**src/rtl/pll_lock_supervisor.sv**
```systemverilog
// PLL start-up and lock supervisor: pulses the PLL reset, waits for lock with a timeout,
// qualifies lock over a stable window and gates the video-domain reset on it.
module pll_lock_supervisor #(
  parameter int unsigned RST_CYC     = 64,
  parameter int unsigned TIMEOUT_CYC = 50000,
  parameter int unsigned STABLE_CYC  = 1024,
  parameter int unsigned MAX_RETRY   = 8,
  parameter int unsigned CNT_W       = 20
) (
  input  logic       clk,
  input  logic       rst_n,
  input  logic       pll_lock,
  output logic       pll_rst,
  output logic       video_rst_n,
  output logic       pll_ready,
  output logic       lock_lost,
  output logic       lock_fail,
  output logic [7:0] retry_cnt,
  output logic [1:0] state_o
);

  typedef enum logic [1:0] {
    S_RESET     = 2'd0,
    S_WAIT_LOCK = 2'd1,
    S_STABLE    = 2'd2,
    S_LOCKED    = 2'd3
  } state_t;

  localparam logic [CNT_W-1:0] RST_LAST     = CNT_W'(RST_CYC - 1);
  localparam logic [CNT_W-1:0] TIMEOUT_LAST = CNT_W'(TIMEOUT_CYC - 1);
  localparam logic [CNT_W-1:0] STABLE_LAST  = CNT_W'(STABLE_CYC - 1);

  state_t           state, state_nxt;
  logic [CNT_W-1:0] cnt, cnt_nxt;
  logic [7:0]       retry_nxt;
  logic             lost_nxt;
  logic             lock_meta, lk;

  // Two-flop synchronizer for the asynchronous PLL lock
  always_ff @(posedge clk or negedge rst_n) begin
    if (!rst_n) begin
      lock_meta <= 1'b0;
      lk        <= 1'b0;
    end else begin
      lock_meta <= pll_lock;
      lk        <= lock_meta;
    end
  end

  // State register and registered outputs decoded from the next state
  always_ff @(posedge clk or negedge rst_n) begin
    if (!rst_n) begin
      state       <= S_RESET;
      cnt         <= '0;
      retry_cnt   <= 8'd0;
      lock_fail   <= 1'b0;
      lock_lost   <= 1'b0;
      pll_rst     <= 1'b1;
      pll_ready   <= 1'b0;
      video_rst_n <= 1'b0;
    end else begin
      state       <= state_nxt;
      cnt         <= cnt_nxt;
      retry_cnt   <= retry_nxt;
      lock_fail   <= lock_fail | (32'(retry_nxt) >= MAX_RETRY);
      lock_lost   <= lost_nxt;
      pll_rst     <= (state_nxt == S_RESET);
      pll_ready   <= (state_nxt == S_LOCKED);
      video_rst_n <= (state_nxt == S_LOCKED);
    end
  end

  // Next-state logic; the counter clears on every state change so it never wraps
  always_comb begin
    state_nxt = state;
    cnt_nxt   = cnt + CNT_W'(1);
    retry_nxt = retry_cnt;
    lost_nxt  = 1'b0;
    case (state)
      S_RESET: begin
        if (cnt == RST_LAST) begin
          state_nxt = S_WAIT_LOCK;
          cnt_nxt   = '0;
        end
      end
      S_WAIT_LOCK: begin
        if (lk) begin
          state_nxt = S_STABLE;
          cnt_nxt   = '0;
        end else if (cnt == TIMEOUT_LAST) begin
          state_nxt = S_RESET;
          cnt_nxt   = '0;
          retry_nxt = (retry_cnt == 8'hFF) ? retry_cnt : retry_cnt + 8'd1;
        end
      end
      S_STABLE: begin
        if (!lk) begin
          state_nxt = S_WAIT_LOCK;
          cnt_nxt   = '0;
        end else if (cnt == STABLE_LAST) begin
          state_nxt = S_LOCKED;
          cnt_nxt   = '0;
        end
      end
      S_LOCKED: begin
        cnt_nxt = '0;
        if (!lk) begin
          state_nxt = S_RESET;
          lost_nxt  = 1'b1;
        end
      end
      default: begin
        state_nxt = S_RESET;
        cnt_nxt   = '0;
      end
    endcase
  end

  assign state_o = state;

endmodule

```
**config.mk**
```make
export PLATFORM = sky130hd
export DESIGN_NAME = pll_lock_supervisor
export DESIGN_NICKNAME = d
export VERILOG_FILES = /design/src/rtl/pll_lock_supervisor.sv
export SDC_FILE = /design/constraint.sdc
export NUM_CORES = 1
export LEC_CHECK = 0
export ABC_CLOCK_PERIOD_IN_PS = 7700
export CAP_MARGIN = 40
export CORE_MARGIN = 4
export CORE_UTILIZATION = 28
export DETAILED_ROUTE_END_ITERATION = 8
export PLACE_DENSITY = 0.41
export SYNTH_ARGS = -nofsm -noshare
export SYNTH_HDL_FRONTEND = slang
export SYNTH_SLANG_ARGS = --single-unit
```
**constraint.sdc**
```tcl
create_clock -name clk -period 7.7 [get_ports clk]
set_input_delay 2.31 -clock clk [delete_from_list [all_inputs] [get_ports clk]]
set_output_delay 2.31 -clock clk [all_outputs]
set_load 0.02 [all_outputs]
```
==> results of run 1 <==
==> synth_stat cells (4+ instances only) <==
master,n,area (um^2)
sky130_fd_sc_hd__mux2_2,4,45.0
sky130_fd_sc_hd__inv_1,4,15.0
sky130_fd_sc_hd__nor2_1,24,90.1
sky130_fd_sc_hd__nor3_1,10,50.1
sky130_fd_sc_hd__clkbuf_1,5,18.8
sky130_fd_sc_hd__nand3_1,10,50.1
sky130_fd_sc_hd__dfrtp_1,35,876
sky130_fd_sc_hd__nand2_1,12,45.0
sky130_fd_sc_hd__nand4_1,7,43.8
sky130_fd_sc_hd__xnor2_1,15,131
sky130_fd_sc_hd__and3_1,7,43.8
sky130_fd_sc_hd__xor2_1,6,52.6
==> per-stage QoR <==
step	std cells	power, W	utilization (%)	cell area, um^2	hold WS, ps
final	275	0.000429	35.5	2240	350
after floorplan	177	0.000194	-	1810	331
after global placement	266	0.000199	32.8	2070	334
after CTS	275	0.000435	35.5	2240	352
after detailed placement	267	0.000200	32.9	2080	335
after global routing	275	0.000444	35.5	2240	362
==> flip-flops by register name, summed over array words and instances, names as in the netlist <==
name       flops
lock_lost      1
retry_cnt      8
lock_meta      1
lock_fail      1
pll_rst        1
state_o        2
cnt           20
pll_ready      1
lk             1
==> where the power goes <==
group          internal (W)  switching, W
sequential         0.000189   0.000000461
combinational    0.00000153    0.00000419
clock              0.000162     0.0000712
==> final cells by class <==
class / instances / area share, %
inverter: 4 / 0.671
clock buffer: 5 / 3.07
multi-input combinational: 131 / 39.2
clock inverter: 3 / 4.02
tap: 77 / 4.30
timing repair buffer: 19 / 8.44
sequential: 36 / 40.3
==> worst paths after layout <==
check | to | cells past startpoint
worst max-delay path | retry_cnt[5] | 1
worst min-delay path | lk | 0
worst max register to register | lock_fail | 5
worst min register to register | lk | 0
max in group asynchronous | pll_rst | 2
min in group asynchronous | cnt[8] | 2
==> per-layer routing <==
| layer | vias to the layer above | GRT usage [%] | routed length (um) |
|---|---|---|---|
| li1 | 661 | - | - |
| met1 | 659 | 15.8 | 1930 |
| met2 | 11 | 18.9 | 1890 |
| met3 | 4 | 3.07 | 115 |
| met4 | 0 | 3.85 | 44 |
| met5 | - | 0 | 0 |
==> cell families after synthesis <==
kind of cell	share of synthesized area (%)
muxes	3.86
and+or+nand+nor	29.0
DFF	49.7
buffers and inverters	2.28
adders and majority gates	1.38
AOI/OAI and AO/OA	3.59
xor gates and xnor gates	10.1
==> flow_summary.yaml, run 1 <==
route:
  first_drt_pass_iteration_count: 4
  postRouteAntennaNets: 0
  drtIter0Drc: 54
  viasPerCell: 4.85
  drcViolationCount: 0
  routed-via-count: 1335
  postRouteWirelength_um: 3980
  routedWlPerCell_um: 14.5
die:
  boundaryPins: 18
  die_h_um: 88.5
  floorplan.rows: 29
  floorplan.initialDensity_pct: 28.7
  chipWidth_um: 88.5
  fp.coreArea_mm2: 0.00631
  fp.dieArea_mm2: 0.00783
logic_synthesis:
  synth_area_per_cell_um2: 10.2
  synth_enable_flop_cells: 0
  ys_seq_area_share_pct: 49.7
  synth_nets: 182
  ys_ff_latch: 36
  ys.flop_type: "sky130_fd_sc_hd__dfrtp_1"
  syn-cell-area_mm2: 0.00181
  synth.yosys.warnings: 0
  post_synth_inst_count: 177
  fraction_of_registers_with_async_set_reset_pct: 100
  ys_types: 39
setup_path:
  crit_required_ps: 5390
  ff2ff_setup_slack_ps: 4940
  critical_path.reg2reg.startpoint: "cnt[16]"
  worstPathArrival_ps: 1420
  cell_with_the_biggest_individual_delay_on_the_critical_path: "sky130_fd_sc_hd__clkdlybuf4s50_1"
  crit_path_end_kind: "output pin"
  worstPathCellList: "clkdlybuf4s50_1"
  worstSetupStartpointType: "register"
  cpPeakStageDelay_ps: 650
  worst_path_dominant_cell_family: "buffers and inverters"
  crit_fanout: 8
  setup.worst_path.class: "reg -> out"
  crit_start: "retry_cnt[5]"
  critical_path_buf_inv_count: 1
clocking:
  cts.reportedPaths.clkPinSlew_ps: 70
  tritoncts_clock_tree: "yes"
  clk_lat_worst_skew_ps: 290
  cts-buffers-inserted: 5
  cell_at_the_root_of_the_clock_tree: "sky130_fd_sc_hd__clkbuf_8"
  htree_levels: 2
  post_cts_resized: 0
  clk_path_buf_depth: 2
  clock_sink_count: 36
  cts.repair_timing.setup_buffer_count: 0
  cts_hold_buffers: 0
final_layout:
  layout_common_cells: "35 x sky130_fd_sc_hd__dfrtp_1, 24 x sky130_fd_sc_hd__nor2_1, 17 x sky130_fd_sc_hd__clkdlybuf4s50_1, 15 x sky130_fd_sc_hd__xnor2_1, 12 x sky130_fd_sc_hd__nand2_1"
  post_route_cells_drive_above_1_share_pct: 13.1
  antenna_cells_inserted: 0
  net_total_in_the_final_layout: 202
  area_occupied_by_multi_input_gates_um2: 877
  regArea_um2: 902
  final_common_cell: "sky130_fd_sc_hd__dfrtp_1"
  filler_cell_count: 642
  areaGrowthSynthToFinish_pct: 23.4
timing:
  timing.clock.skew_ps: 5.59
  final.setup.tns_ps: 0
  finalHoldViolations: 0
  worstMarginPinSlew_ps: 597
  max_freq_mhz: 268
  timing.final.crit_share_pct: 48.5
  post-route-worst-setup-slack_ps: 3970
  finalSetupViolCount: 0
  final.min_clock_period_ps: 3730
  grt_setup_unrepaired: "false"
  timing.slew.headroom_pct: 59.9
  slew_violations: 0
worst_hold_path:
  min-delay-path-class: "reg -> reg"
  min-delay-start: "lock_meta"
placed_design:
  placement.io_buffers: 17
  place_hpwl_um: 2870
  routabilityCongestion: 0.762
  post-place-ws_ps: 4280
grt:
  grtUsageTotal_pct: 11.9
  number_of_global_route_vias_before_repair: 1465
  antenna_found_initial: 0
  grt_first_pass_wirelength_um: 7220
  grt_start_max_net_pins: 37
  grt_overflow_total: 0
power_and_ir_drop:
  pwr_density_cell_mw_per_mm2: 192
  vdd_ir_drop_max_uv: 96.6
  total_leakage_power_nw: 0.944
run:
  drv_cap: 0
status:
  status: "completed"
Note: power is estimated with default switching activity, not from simulation.
==> run 2: changes to the inputs <==
--- a/config.mk
+++ b/config.mk
@@ -5,7 +5,7 @@
 export SDC_FILE = /design/constraint.sdc
 export NUM_CORES = 1
 export LEC_CHECK = 0
-export ABC_CLOCK_PERIOD_IN_PS = 7700
+export ABC_CLOCK_PERIOD_IN_PS = 3900
 export CAP_MARGIN = 40
 export CORE_MARGIN = 4
 export CORE_UTILIZATION = 28
==> constraint.sdc (replaced) <==
create_clock -name clk -period 3.9 [get_ports clk]
set_input_delay 1.17 -clock clk [delete_from_list [all_inputs] [get_ports clk]]
set_output_delay 1.17 -clock clk [all_outputs]
set_load 0.02 [all_outputs]
==> run 2 against run 1 <==
Non-clock buffer count increased by 2. Sequential cell count unchanged. Setup slack got worse by 2800 ps. Via count increased by 2.2%. Worst hold slack improved by 4.1 ps. Critical path type is now reg -> reg. Highest routed layer unchanged.
==> flow_summary.yaml, run 2 (synthesis gave the netlist of run 1 again) <==
placed_design:
  post-place-ws_ps: 1250
  place_hpwl_um: 2910
  routabilityCongestion: 0.795
  standard_cell_area_after_detailed_placement_mm2: 0.00209
  placement.io_buffers: 17
setup_path:
  worstPathArrival_ps: 2830
  crit_required_ps: 4050
  crit_fanout: 9
  worstSetupStartpointType: "register"
  crit_path_end_kind: "register"
  setup.worst_path.class: "reg -> reg"
clocking:
  clk_lat_worst_skew_ps: 280
  clk_path_buf_depth: 2
  clock_sink_count: 36
  cell_at_the_root_of_the_clock_tree: "sky130_fd_sc_hd__clkbuf_8"
  cts_hold_buffers: 0
  cts-buffers-inserted: 5
  htree_levels: 2
  cts.repair_timing.setup_buffer_count: 0
  post_cts_resized: 0
  cts.reportedPaths.clkPinSlew_ps: 70
  tritoncts_clock_tree: "yes"
die:
  fp.dieArea_mm2: 0.00783
  floorplan.rows: 29
  chipWidth_um: 88.5
  boundaryPins: 18
  die_h_um: 88.5
  fp.coreArea_mm2: 0.00631
  floorplan.initialDensity_pct: 28.7
grt:
  grt_overflow_total: 0
  grt_start_max_net_pins: 21
  grtUsageTotal_pct: 11.0
  antenna_found_initial: 0
  number_of_global_route_vias_before_repair: 1303
  grt_first_pass_wirelength_um: 6590
route:
  viasPerCell: 4.92
  postRouteWirelength_um: 3820
  routed-via-count: 1364
  postRouteAntennaNets: 0
  first_drt_pass_iteration_count: 4
  routedWlPerCell_um: 13.8
  drcViolationCount: 0
  drtIter0Drc: 68
final_layout:
  final_common_cell: "sky130_fd_sc_hd__dfrtp_1"
  layout_common_cells: "35 x sky130_fd_sc_hd__dfrtp_1, 24 x sky130_fd_sc_hd__nor2_1, 17 x sky130_fd_sc_hd__clkdlybuf4s50_1, 15 x sky130_fd_sc_hd__xnor2_1, 12 x sky130_fd_sc_hd__nand2_1"
  top_register: "cnt"
  areaGrowthSynthToFinish_pct: 20.8
  antenna_cells_inserted: 0
  largest_register_ffs: 20
  post_route_cells_drive_above_1_share_pct: 13.0
  net_total_in_the_final_layout: 204
  stdcell_area_mm2: 0.00219
timing:
  worstMarginPinSlew_ps: 576
  final.min_clock_period_ps: 2690
  finalHoldViolations: 0
  grt_setup_unrepaired: "false"
  timing.slew.headroom_pct: 61.2
  max_freq_mhz: 372
  timing.clock.skew_ps: 7.13
  timing.final.crit_share_pct: 68.9
  finalSetupViolCount: 0
  post-route-worst-setup-slack_ps: 1210
  slew_violations: 0
  final.setup.tns_ps: 0
run:
  drv_cap: 0
power_and_ir_drop:
  total_leakage_power_nw: 0.928
  vdd_ir_drop_max_uv: 107
  pwr_density_cell_mw_per_mm2: 308
status:
  status: "completed"
worst_hold_path:
  min-delay-path-class: "reg -> reg"
## run 2: changes by cell type in the layout (fill, tap and decap cells not counted)
cell	change
sky130_fd_sc_hd__a2bb2oi_1	+1
sky130_fd_sc_hd__a2bb2oi_2	-1
sky130_fd_sc_hd__buf_4	+2
sky130_fd_sc_hd__buf_6	-1
sky130_fd_sc_hd__buf_8	+1
sky130_fd_sc_hd__bufinv_16	-3
sky130_fd_sc_hd__clkbuf_1	+1
sky130_fd_sc_hd__clkbuf_8	+2
## run 2: layout make-up
class | count | area, um^2
fillers | 640 | 4120
flip-flops and latches | 36 | 902
multi-input cells | 131 | 871
repair buffers | 21 | 208
clock buffers | 8 | 100
well taps | 77 | 96.3
inverters | 4 | 15.0
## run 2: worst paths after layout
kind	start	to	slack, ps	depth (start not counted)
worst max-delay path	cnt[16]	lock_fail	1210	5
worst min-delay path	lock_meta	lk	350	0
worst max register to register	cnt[16]	lock_fail	1210	5
worst min register to register	lock_meta	lk	350	0
max in group asynchronous	rst_n	cnt[16]	2130	3
min in group asynchronous	rst_n	cnt[6]	1170	1
## run 2: layer usage
metal / global-route usage (%) / routed length (um) / up-vias / share of wire, %
li1: - / - / 665 / -
met1: 14.8 / 1860 / 679 / 49
met2: 16.8 / 1810 / 16 / 47
met3: 2.89 / 114 / 4 / 3.0
met4: 4.12 / 33 / 0 / 0.86
met5: 0 / 0 / - / 0
## run 2: per-stage QoR
step	cells	total power [W]	util [%]	hold slack, ps
after global routing	277	0.000710	34.7	371
after global placement	268	0.000395	32.9	333
after floorplan	177	0.000383	-	331
final	277	0.000676	34.7	355
after detailed placement	269	0.000396	33.1	336
after CTS	277	0.000691	34.7	356
## run 2: where the power goes
part           leakage, nW  switching (W)  total [W]  internal [W]
Sequential           0.481    0.000000705   0.000375      0.000374
Clock               0.0515       0.000126   0.000288      0.000161
Combinational        0.396     0.00000863  0.0000135    0.00000488
## run 2: worst max-delay path, stage by stage, from the launching register on
cell and delay [ps]:
sky130_fd_sc_hd__dfrtp_1 410, sky130_fd_sc_hd__or4_4 570, sky130_fd_sc_hd__nor4_4 530, sky130_fd_sc_hd__nand4_1 190, sky130_fd_sc_hd__mux2_4 330, sky130_fd_sc_hd__or4b_1 510
==> run 3: changes to the inputs <==
--- a/config.mk
+++ b/config.mk
@@ -5,12 +5,12 @@
 export SDC_FILE = /design/constraint.sdc
 export NUM_CORES = 1
 export LEC_CHECK = 0
-export ABC_CLOCK_PERIOD_IN_PS = 3900
+export ABC_CLOCK_PERIOD_IN_PS = 2300
 export CAP_MARGIN = 40
 export CORE_MARGIN = 4
 export CORE_UTILIZATION = 28
 export DETAILED_ROUTE_END_ITERATION = 8
-export PLACE_DENSITY = 0.41
+export PLACE_DENSITY = 0.43
 export SYNTH_ARGS = -nofsm -noshare
 export SYNTH_HDL_FRONTEND = slang
 export SYNTH_SLANG_ARGS = --single-unit
==> constraint.sdc (replaced) <==
create_clock -name clk -period 2.3 [get_ports clk]
set_input_delay 0.69 -clock clk [delete_from_list [all_inputs] [get_ports clk]]
set_output_delay 0.69 -clock clk [all_outputs]
set_load 0.02 [all_outputs]
==> run 3 against run 2 <==
The flow now finishes with violations (negative setup slack). Worst hold slack lost 8.6 ps. Critical endpoint unchanged. Cell area grew 9.5%. Global-route usage grew 1.7 points. Setup slack lost 1300 ps. Cell count grew 7.9%. Fmax grew 10%. Sequential cell count is the same. Register-to-register slack lost 1300 ps. Sequential share of layout area shrank 3.5 points. Routed wire length grew 12%. Largest power group unchanged. Sequential power grew 69%.
==> flow_summary.yaml, run 3 (synthesis gave the netlist of run 1 again) <==
status:
  status: "finished with violations"
  failed_checks: "negative setup slack"
final_layout:
  areaGrowthSynthToFinish_pct: 32.3
  layout_common_cells: "34 x sky130_fd_sc_hd__dfrtp_1, 24 x sky130_fd_sc_hd__nor2_1, 23 x sky130_fd_sc_hd__buf_4, 17 x sky130_fd_sc_hd__clkdlybuf4s50_1, 15 x sky130_fd_sc_hd__xnor2_1"
  regArea_um2: 903
  antenna_cells_inserted: 0
  top_register: "cnt"
  final_common_cell: "sky130_fd_sc_hd__dfrtp_1"
  post_route_cells_drive_above_1_share_pct: 23.4
  area_occupied_by_multi_input_gates_um2: 907
  post_layout_nonfiller_instances: 299
  filler_cell_count: 640
  net_total_in_the_final_layout: 226
  largest_register_ffs: 20
placed_design:
  post-place-ws_ps: -102
  placement.io_buffers: 17
  place_hpwl_um: 3060
  routabilityCongestion: 0.796
  placed_cells_incl_taps: 289
power_and_ir_drop:
  total_leakage_power_nw: 1.06
  combinationalPowerShare_pct: 2.2
  fin_total_pwr_w: 0.00113
  pwr_density_cell_mw_per_mm2: 469
  power_frac_clock_pct: 41.4
  vdd_ir_drop_max_uv: 257
  internal-power_w: 0.000882
  switching_fraction_pct: 21.6
  p_switching_w: 0.000243
  p_seq_share_pct: 56.4
clocking:
  cts.reportedPaths.clkPinSlew_ps: 80
  clk_lat_worst_skew_ps: 290
  cts-buffers-inserted: 5
  clock_sink_count: 36
  htree_levels: 2
  cell_at_the_root_of_the_clock_tree: "sky130_fd_sc_hd__clkbuf_8"
  tritoncts_clock_tree: "yes"
  clk_path_buf_depth: 2
  cts_hold_buffers: 0
timing:
  timing.final.crit_share_pct: 106
  post-route-worst-setup-slack_ps: -131
  max_freq_mhz: 411
  finalHoldViolations: 0
  final.min_clock_period_ps: 2430
  grt_setup_unrepaired: "true"
  timing.slew.headroom_pct: 78.8
  slew_violations: 0
  timing.clock.skew_ps: 10.1
  worstMarginPinSlew_ps: 316
  finalSetupViolCount: 1
grt:
  antenna_found_initial: 0
  grt_start_max_net_pins: 37
  grt_overflow_total: 0
  grtUsageTotal_pct: 12.7
  number_of_global_route_vias_before_repair: 1512
  grt_first_pass_wirelength_um: 7560
route:
  routed-via-count: 1440
  first_drt_pass_iteration_count: 6
  postRouteAntennaNets: 0
  routedWlPerCell_um: 14.3
  postRouteWirelength_um: 4280
  drcViolationCount: 0
  viasPerCell: 4.82
  drtIter0Drc: 52
setup_path:
  setup.worst_path.class: "reg -> reg"
  critical_path.reg2reg.startpoint: "cnt[16]"
  crit_required_ps: 2460
  crit_path_end_kind: "register"
  worstPathArrival_ps: 2590
  worstSetupStartpointType: "register"
  crit_fanout: 4
  crit_start: "cnt[16]"
die:
  boundaryPins: 18
  die_h_um: 88.5
  floorplan.initialDensity_pct: 28.7
  chipWidth_um: 88.5
  floorplan.rows: 29
  fp.coreArea_mm2: 0.00631
  fp.dieArea_mm2: 0.00783
run:
  drv_cap: 0
worst_hold_path:
  min-delay-path-class: "reg -> reg"
  min-delay-start: "lock_meta"
[run 3: metrics by stage]
stage               hold WS, ps  instance area, um^2  setup TNS [ps]  util [%]
floorplan                   331                 1830            -139         -
global placement            341                 2260           -44.0      35.8
detailed placement          343                 2260            -281      35.8
CTS                         350                 2380            -141      37.6
global route                364                 2400            -233      38.0
finish                      346                 2400            -131      38.0
[run 3: final timing paths]
check,endpoint,slack (ps),cells after the start
worst max-delay path,lock_fail,-130,5
worst max register to register,lock_fail,-130,5
max in group asynchronous,pll_rst,1280,2
worst min register to register,lk,350,0
min in group asynchronous,cnt[3],770,2
worst min-delay path,lk,350,0
[run 3: critical path: stages (launching register included)]
cell and delay, ps:
sky130_fd_sc_hd__dfrtp_1 390, sky130_fd_sc_hd__or4_4 570, sky130_fd_sc_hd__nor4_4 370, sky130_fd_sc_hd__nand4_1 180, sky130_fd_sc_hd__mux2_2 310, sky130_fd_sc_hd__or4b_1 500
[run 3: area by class of cell]
type,count,share of cell area [%]
clock inverters,2,0.417
multi-input cells,131,37.8
well taps,77,4.01
flip-flops and latches,36,37.6
clock buffers,6,3.44
repair buffers,43,16.1
inverters,4,0.626
[run 3: per-layer routing]
layer  share of wire (%)  up-vias  wire, um  global-route usage [%]
met5                   0        -         0                       0
met4                 1.5        0        65                    4.53
met3                 2.9        5       123                    3.45
met2                  49       12      2090                    20.5
met1                  47      714      2000                    16.3
li1                    -      709         -                       -
[run 3: what timing repair did]
action | in CTS | in global routing
setup endpoints to repair | 17 | 18
setup buffers | 0 | 1
resized for setup | 4 | 5
pin swaps | 0 | 2
gates cloned | 1 | 0
[run 3: power by group through the flow]
stage	registers (W)	logic (W)	clock network, W
after floorplan	0.000648	0.00000173	0
after global placement	0.000647	0.0000244	0
after detailed placement	0.000647	0.0000248	0
after CTS	0.000635	0.0000263	0.000488
after global routing	0.000635	0.0000291	0.000526
final	0.000635	0.0000245	0.000466
